### src/rtl/iob_mem_arbiter.sv
// ---------------------------------------------------------------------------
// iob_mem_arbiter
//
// Purpose:
//    Shares a single memory port (the DDR path) between two IOb-style
//    requesters, m0 and m1. Only one transaction is outstanding at a time.
//    Round-robin arbitration picks the requester. Its request fields are
//    registered onto the shared port, and the slave's completion is routed
//    back to that requester. A watchdog counter forces completion of a
//    transaction the slave never answers and records that in a sticky flag.
//
// Parameters:
//    ADDR_W   address width of all ports
//    DATA_W   data width of all ports (strobes are DATA_W/8 bits)
//    TIMEOUT  max cycles the slave may take before forced completion (2..65535)
//
// Ports:
//    clk, reset                     rising-edge clock, synchronous active-high reset
//    m0_valid/addr/wdata/wstrb      requester 0 request (wstrb == 0 means read)
//    m0_rdata, m0_ready             requester 0 read data and completion pulse
//    m1_valid/addr/wdata/wstrb      requester 1 request
//    m1_rdata, m1_ready             requester 1 read data and completion pulse
//    s_valid, s_addr/wdata/wstrb    request to the shared slave (registered fields)
//    s_rdata, s_ready               slave read data and completion pulse
//    timeout_err                    sticky: a forced completion happened since reset
// ---------------------------------------------------------------------------
module iob_mem_arbiter #(
   parameter int ADDR_W  = 32,
   parameter int DATA_W  = 32,
   parameter int TIMEOUT = 1024
) (
   input  logic                clk,
   input  logic                reset,

   input  logic                m0_valid,
   input  logic [ADDR_W-1:0]   m0_addr,
   input  logic [DATA_W-1:0]   m0_wdata,
   input  logic [DATA_W/8-1:0] m0_wstrb,
   output logic [DATA_W-1:0]   m0_rdata,
   output logic                m0_ready,

   input  logic                m1_valid,
   input  logic [ADDR_W-1:0]   m1_addr,
   input  logic [DATA_W-1:0]   m1_wdata,
   input  logic [DATA_W/8-1:0] m1_wstrb,
   output logic [DATA_W-1:0]   m1_rdata,
   output logic                m1_ready,

   output logic                s_valid,
   output logic [ADDR_W-1:0]   s_addr,
   output logic [DATA_W-1:0]   s_wdata,
   output logic [DATA_W/8-1:0] s_wstrb,
   input  logic [DATA_W-1:0]   s_rdata,
   input  logic                s_ready,

   output logic                timeout_err
);

   // Last BUSY cycle index the slave is given before completion is forced.
   localparam logic [15:0] CNT_LAST = 16'(TIMEOUT - 1);

   typedef enum logic {
      IDLE,
      BUSY
   } state_t;

   state_t      state;
   state_t      state_next;

   // grant_m1 remembers who owns the outstanding transaction.
   // prio_m1 is the round-robin pointer: set when m1 should win a tie.
   logic        grant_m1;
   logic        prio_m1;
   logic [15:0] cycle_cnt;

   logic        pick_m1;
   logic        start;
   logic        done;
   logic        forced;

   // State register.
   always_ff @(posedge clk) begin
      if (reset) begin
         state <= IDLE;
      end else begin
         state <= state_next;
      end
   end

   // Next-state logic and all combinational outputs.
   // The requester rdata is a pass-through of s_rdata only on a real slave
   // completion. A forced completion returns zero. The non-granted side
   // always sees zero.
   always_comb begin
      state_next = state;
      pick_m1    = 1'b0;
      start      = 1'b0;
      done       = 1'b0;
      forced     = 1'b0;
      s_valid    = 1'b0;
      m0_ready   = 1'b0;
      m1_ready   = 1'b0;
      m0_rdata   = '0;
      m1_rdata   = '0;

      case (state)
         IDLE: begin
            // A lone requester always wins. On a tie, the pointer decides.
            pick_m1 = m1_valid && (!m0_valid || prio_m1);
            if (m0_valid || m1_valid) begin
               start      = 1'b1;
               state_next = BUSY;
            end
         end

         BUSY: begin
            s_valid = 1'b1;
            // A slave answer in the last allowed cycle is a normal completion.
            done    = s_ready || (cycle_cnt == CNT_LAST);
            forced  = !s_ready && (cycle_cnt == CNT_LAST);
            if (done) begin
               state_next = IDLE;
               m0_ready   = !grant_m1;
               m1_ready   = grant_m1;
               if (s_ready) begin
                  if (grant_m1) begin
                     m1_rdata = s_rdata;
                  end else begin
                     m0_rdata = s_rdata;
                  end
               end
            end
         end

         default: begin
            state_next = IDLE;
         end
      endcase
   end

   // Grant bookkeeping, registered request fields, watchdog counter and
   // sticky error. The request fields are captured only when a grant is made.
   // They therefore hold steady for the whole BUSY period, whatever the
   // requesters do afterwards.
   always_ff @(posedge clk) begin
      if (reset) begin
         grant_m1    <= 1'b0;
         prio_m1     <= 1'b0;
         cycle_cnt   <= '0;
         s_addr      <= '0;
         s_wdata     <= '0;
         s_wstrb     <= '0;
         timeout_err <= 1'b0;
      end else begin
         if (start) begin
            grant_m1  <= pick_m1;
            prio_m1   <= !pick_m1;
            cycle_cnt <= '0;
            s_addr    <= pick_m1 ? m1_addr  : m0_addr;
            s_wdata   <= pick_m1 ? m1_wdata : m0_wdata;
            s_wstrb   <= pick_m1 ? m1_wstrb : m0_wstrb;
         end else if (state == BUSY && !done) begin
            cycle_cnt <= cycle_cnt + 16'd1;
         end

         if (forced) begin
            timeout_err <= 1'b1;
         end
      end
   end

endmodule

### config.mk
export PLATFORM = sky130hd
export DESIGN_NAME = iob_mem_arbiter
export DESIGN_NICKNAME = d
export VERILOG_FILES = /design/src/rtl/iob_mem_arbiter.sv
export SDC_FILE = /design/constraint.sdc
export NUM_CORES = 1
export LEC_CHECK = 0
export ABC_CLOCK_PERIOD_IN_PS = 1700
export BUFFER_PORTS_ARGS = -buffer_cell sky130_fd_sc_hd__buf_4
export CAP_MARGIN = 10
export CORE_MARGIN = 3
export CORE_UTILIZATION = 25
export CTS_BUF_LIST = sky130_fd_sc_hd__clkbuf_2 sky130_fd_sc_hd__clkbuf_4 sky130_fd_sc_hd__clkbuf_8
export CTS_CLUSTER_DIAMETER = 120
export DETAILED_ROUTE_END_ITERATION = 10
export PLACE_DENSITY = 0.63
export SYNTH_ARGS = -nofsm -noshare
export SYNTH_HDL_FRONTEND = slang
export SYNTH_SLANG_ARGS = --single-unit
### constraint.sdc
create_clock -name clk -period 1.7 [get_ports clk]
set_input_delay 0.17 -clock clk [delete_from_list [all_inputs] [get_ports clk]]
set_output_delay 0.17 -clock clk [all_outputs]
set_load 0.02 [all_outputs]
==> results of run 1 <==
==> what timing repair did <==
item                                   CTS  global route
endpoints found under the hold margin    0             0
setup endpoints to repair               69            58
cloned                                   1             2
resized for setup                       22            25
setup buffers                            7             8
pin swaps                               13            16
==> path summary, 6_finish.rpt <==
check / startpoint / end / slack [ps] / depth (start not counted)
worst max-delay path: cycle_cnt[8] / m0_ready / -130 / 5
worst min-delay path: m0_wstrb[3] / s_wstrb[3] / 40 / 3
worst max register to register: cycle_cnt[1] / cycle_cnt[8] / -110 / 7
worst min register to register: timeout_err / timeout_err / 490 / 2
==> sequential cells by signal, indices dropped and copies added, names as in the netlist <==
signal,count
state,1
s_addr,32
prio_m1,1
s_wstrb,4
cycle_cnt,16
grant_m1,1
timeout_err,1
s_wdata,32
==> area by class of cell <==
cell class / instances / area, µm²
clock buffers: 11 / 151
clock inverters: 5 / 38.8
fillers: 1594 / 8540
inverters: 5 / 18.8
multi-input cells: 390 / 2280
flip-flops and latches: 88 / 1770
well taps: 216 / 270
repair buffers: 358 / 2870
==> worst max-delay path: stages (launching register included) <==
cell	delay [ps]
dfxtp_1	390
nor4bb_2	280
and4b_2	290
o21ai_2	80
nor2_2	120
buf_6	140
==> Yosys cell counts (all sizes together) <==
library cell	n
a211oi	23
a21oi	58
a22oi	46
a311oi	1
and2	1
and3	1
and4	1
and4b	1
buf	15
clkbuf	29
dfxtp	88
ha	1
inv	5
mux2i	24
nand2	87
nand2b	2
nand3	3
nand4	5
nand4b	1
nor2	98
nor2b	1
nor3	2
nor4	3
nor4bb	1
o211a	1
o211ai	2
o21ai	8
o21ba	2
o21bai	1
o31ai	1
or3	7
or4	3
or4b	2
xnor2	2
xor2	1
==> through the flow <==
stage,setup TNS [ps],instances,instance area [µm²]
detailed placement,-3.07,1040,6850
global route,-1630,1073,7400
CTS,-304,1064,7200
finish,-977,1073,7400
global placement,0,1040,6850
floorplan,0,527,4110
==> per-layer routing <==
metal,GRT usage [%],vias up,wire length [µm]
met1,19.0,2286,6390
met2,29.7,233,8430
li1,-,2486,-
met5,0,-,0
met4,5.37,0,223
met3,6.00,16,1610
==> power by group through the flow <==
stage / logic, W / registers, W / clock network, W
2_1_floorplan: 0.000551 / 0.00252 / 0
3_3_place_gp: 0.00154 / 0.00235 / 0
3_5_place_dp: 0.00154 / 0.00235 / 0
4_1_cts: 0.00158 / 0.00230 / 0.00150
5_1_grt: 0.00172 / 0.00232 / 0.00158
6_report: 0.00160 / 0.00230 / 0.00144
==> cells by family (layout without fill, tap and decap cells) <==
| logic type | after synthesis | after routing | share of synthesized area [%] |
|---|---|---|---|
| XOR/XNOR | 3 | 3 | 0.642 |
| AO/OA/AOI/OAI | 143 | 143 | 22.5 |
| adder cells (fa/ha/maj) | 1 | 1 | 0.306 |
| AND/OR/NAND/NOR | 219 | 219 | 22.9 |
| flip-flops | 88 | 88 | 43.1 |
| multiplexers | 24 | 24 | 5.87 |
| buffers and inverters | 49 | 379 | 4.65 |
==> qor.yml, run 1 <==
layout_common_cells: "337 x buf_4, 94 x nor2_1, 86 x nand2_1"
drive_gt1_share_pct: 47.8
wire_per_inst_um: 15.5
synth.distinct_cells: 39
num_antenna_cells: 0
nNetsFinal: 1026
port_buffers: 308
dieArea_mm2: 0.0179
die_h_um: 134
sw_frac_of_total_pct: 32.3
cap_viol_max_count: 0
grt_pass1_wl_mm: 24.3
required_ps: 1530
firstDrtPassIters: 4
period_minus_slack_ps: 1830
drt-total-wl_mm: 16.7
finalClockSkew_ps: 4.40
critPathArrivalTime_ps: 1660
finalMaxSlewViolations: 0
yosysSeqAreaShare_pct: 43.1
start_util_pct: 25.7
htreeDepth: 3
period_share_pct: 108
cp-start-kind: "register"
synth_area_leaders: "dfxtp_1 43%, nor2_1 9.0%, a22oi_1 8.4%"
num_io_pins: 309
syn_area_mm2: 0.00409
cts_buffers: 9
area_growth_pct: 80.9
drc_errors: 0
min_path_type: "input pin to register"
syn_avg_cell_area_um2: 7.76
crit_type: "register to primary output"
dp_slack_ps: -3.07
cts_tree: "done"
gr-total-overflow: 0
antenna_left: 0
rows: 46
ir_worst_vdd_mv: 0.419
via_per_inst: 4.68
place_congestion: 0.794
ys_ff_latch: 88
clock_sinks: 88
ys_warn_count: 0
hold_viol_final: 0
grt_usage_pct: 16.8
worstSetupEndpointType: "primary output"
p_switching_w: 0.00172
holdWs_ps: 44.2
antenna_found_initial: 0
drt-initial-drc-count: 168
setup_viol: 10
final_core_util_pct: 46.4
vias: 5021
power_density_mw_per_mm2: 721
clock_latency_ps: 360
clockPowerShare_pct: 26.9
status: "finished, violations left"
core_mm2: 0.0159
die_w_um: 134
ctsHoldBuffers: 0
synth_cells: 527
rsz0062_at_grt: "true"
cts_root_buf: "clkbuf_8"
worstMarginPinSlew_ps: 474
failed_checks: "setup timing"
max_slew_margin_pct: 68.4
final_common_cell: "buf_4"
grt_start_max_net_pins: 47
fmax_mhz: 546
seqPwrFrac_pct: 43.1
leakagePower_nw: 3.31
synth_top_area_share_pct: 43.1
crit_fanout: 3
clk_pin_slew_worst_paths_ps: 90
grt_pass1_vias: 4709
comb_power_share_pct: 29.9
fin_ws_ps: -133
power.total_w: 0.00534
syn_nets: 701
cts_max_path_buffers: 2
place_hpwl_mm: 11.9
yosysTopAreaCell: "dfxtp_1"
p_int_w: 0.00361
Note: power is estimated with default switching activity, not from simulation.
==> run 2: changes to the inputs <==
--- a/config.mk
+++ b/config.mk
@@ -8,10 +8,9 @@
 export ABC_CLOCK_PERIOD_IN_PS = 1700
 export BUFFER_PORTS_ARGS = -buffer_cell sky130_fd_sc_hd__buf_4
 export CAP_MARGIN = 10
-export CORE_MARGIN = 3
+export CORE_MARGIN = 4
 export CORE_UTILIZATION = 25
 export CTS_BUF_LIST = sky130_fd_sc_hd__clkbuf_2 sky130_fd_sc_hd__clkbuf_4 sky130_fd_sc_hd__clkbuf_8
-export CTS_CLUSTER_DIAMETER = 120
 export DETAILED_ROUTE_END_ITERATION = 10
 export PLACE_DENSITY = 0.63
 export SYNTH_ARGS = -nofsm -noshare
==> qor.yml, run 2 (synthesis results as in run 1) <==
critPathSlowestCell: "dfxtp_2"
worstSetupEndpointType: "primary output"
multi_input_area_mm2: 0.00226
finalClockSkew_ps: 8.99
start_util_pct: 25.7
grt_pass1_wl_mm: 24.2
clockPowerShare_pct: 29.2
min_path_type: "input pin to register"
rr_endpoint: "cycle_cnt[9]"
num_io_pins: 309
via_per_inst: 4.68
max_slew_margin_pct: 67.1
grt_start_max_net_pins: 46
rsz0062_at_grt: "true"
sw_frac_of_total_pct: 32.0
ir_worst_vdd_mv: 0.443
htreeDepth: 3
vias: 4998
fin_ws_ps: -139
layout_common_cells: "339 x buf_4, 96 x nor2_1, 87 x nand2_1"
hold_start: "m0_wdata[10]"
cap_viol_max_count: 0
place_congestion: 0.758
gr-total-overflow: 0
area_growth_pct: 78.8
period_minus_slack_ps: 1840
fillers: 1606
p_switching_w: 0.00174
dieArea_mm2: 0.0185
period_share_pct: 108
nNetsFinal: 1022
timing.rr.start: "cycle_cnt[1]"
grt_usage_pct: 16.6
antenna_found_initial: 0
cts_buffers: 9
clock_latency_ps: 360
num_antenna_cells: 0
core_mm2: 0.0159
cts_max_path_buffers: 2
die_w_um: 136
failed_checks: "setup timing"
leakagePower_nw: 3.29
critPathArrivalTime_ps: 1670
drt-initial-drc-count: 225
drive_gt1_share_pct: 47.4
r2r_setup_slack_ps: -60
wire_per_inst_um: 15.7
final_common_cell: "buf_4"
crit_fanout: 2
port_buffers: 308
required_ps: 1530
rr_worst_depth: 6
reg_top3: "s_addr: 32 flops, s_wdata: 32 flops, cycle_cnt: 16 flops"
p_int_w: 0.00371
worstMarginPinSlew_ps: 493
cp-start-kind: "register"
antenna_left: 0
drt-total-wl_mm: 16.8
cp_slowest_stage_delay_ps: 350
finalMaxSlewViolations: 0
cts_tree: "done"
clock_sinks: 88
firstDrtPassIters: 4
cts_root_buf: "clkbuf_8"
comb_power_share_pct: 28.5
power_density_mw_per_mm2: 745
power.total_w: 0.00545
fmax_mhz: 544
place_hpwl_mm: 12.7
crit_type: "register to primary output"
hold_path_end: "s_wdata[10]"
grt_pass1_vias: 4863
ctsHoldBuffers: 0
path_cells: "nor4_4 -> and4b_2 -> o21ai_4 -> nor2_2 -> buf_6"
setup-tns-final_ps: -541
holdPathStages: 3
final-seq-area_mm2: 0.00178
die_h_um: 136
hold_viol_final: 0
clk_pin_slew_worst_paths_ps: 100
setup_viol: 10
seqPwrFrac_pct: 42.3
status: "finished, violations left"
rows: 46
drc_errors: 0
==> run 2: cell count changes in the layout (fill, tap and decap cells not counted), sizes merged <==
cell / before / now
buf: 356 / 353
clkinvlp: 4 / 1
clkbuf: 13 / 11
inv: 6 / 8
bufinv: 0 / 1
clkinv: 0 / 1
==> run 2: worst max-delay path by stage <==
stage | start | depth (start not counted) | to | slack, ps
6_report | cycle_cnt[11] | 5 | m1_ready | -140
5_1_grt | cycle_cnt[11] | 5 | m1_ready | -240
3_3_place_gp | cycle_cnt[8] | 5 | m1_ready | -20
2_1_floorplan | cycle_cnt[0] | 7 | m0_ready | 7
3_5_place_dp | cycle_cnt[10] | 5 | m1_ready | -30
4_1_cts | cycle_cnt[1] | 6 | m1_ready | -150
==> run 2: what timing repair did <==
item                                    in CTS  in global routing
setup buffers                               10                  3
endpoints found under the setup margin      11                 47
cloned                                       0                  1
pin swaps                                   12                  9
gates resized for setup                     22                 16
==> run 2: power groups by stage <==
stage,sequential [W],clock (W),combinational (W)
final,0.00230,0.00159,0.00155
after global routing,0.00232,0.00171,0.00167
after CTS,0.00230,0.00165,0.00157
after detailed placement,0.00235,0,0.00156
after global placement,0.00235,0,0.00156
after floorplan,0.00252,0,0.000551
==> run 2: metrics by stage <==
step | instances | cell area, µm² | setup slack [ps] | utilization [%] | hold WS [ps]
final | 1069 | 7310 | -139 | 45.9 | 41.1
after global routing | 1069 | 7310 | -239 | 45.9 | 29.3
after CTS | 1068 | 7230 | -155 | 45.3 | 14.7
after detailed placement | 1042 | 6860 | -27.8 | 43.0 | 429
after global placement | 1042 | 6860 | -17.3 | 43.0 | 428
after floorplan | 527 | 4110 | 7.21 | - | 310
==> run 2: layout make-up <==
cell class                      instances  area share, %
Sequential cell                        88           24.3
Timing Repair Buffer                  354           38.0
Multi-Input combinational cell        390           30.9
Clock inverter                          6           1.03
Tap cell                              216           3.69
Inverter                                5          0.257
Clock buffer                           10           1.88
==> run 2: routing by layer <==
metal	up-vias	GRT usage (%)	wire, µm
li1	2481	-	-
met1	2245	16.5	6090
met2	250	30.4	8340
met3	22	6.85	2000
met4	0	7.11	365
met5	-	0	0
==> run 2: worst max-delay path, delay by kind of cell, from the launching register on <==
family / cells / cell delay (ps)
AND/OR/NAND/NOR: 3 / 760
AO/OA/AOI/OAI: 1 / 70
flip-flops: 1 / 350
buffers and inverters: 1 / 130
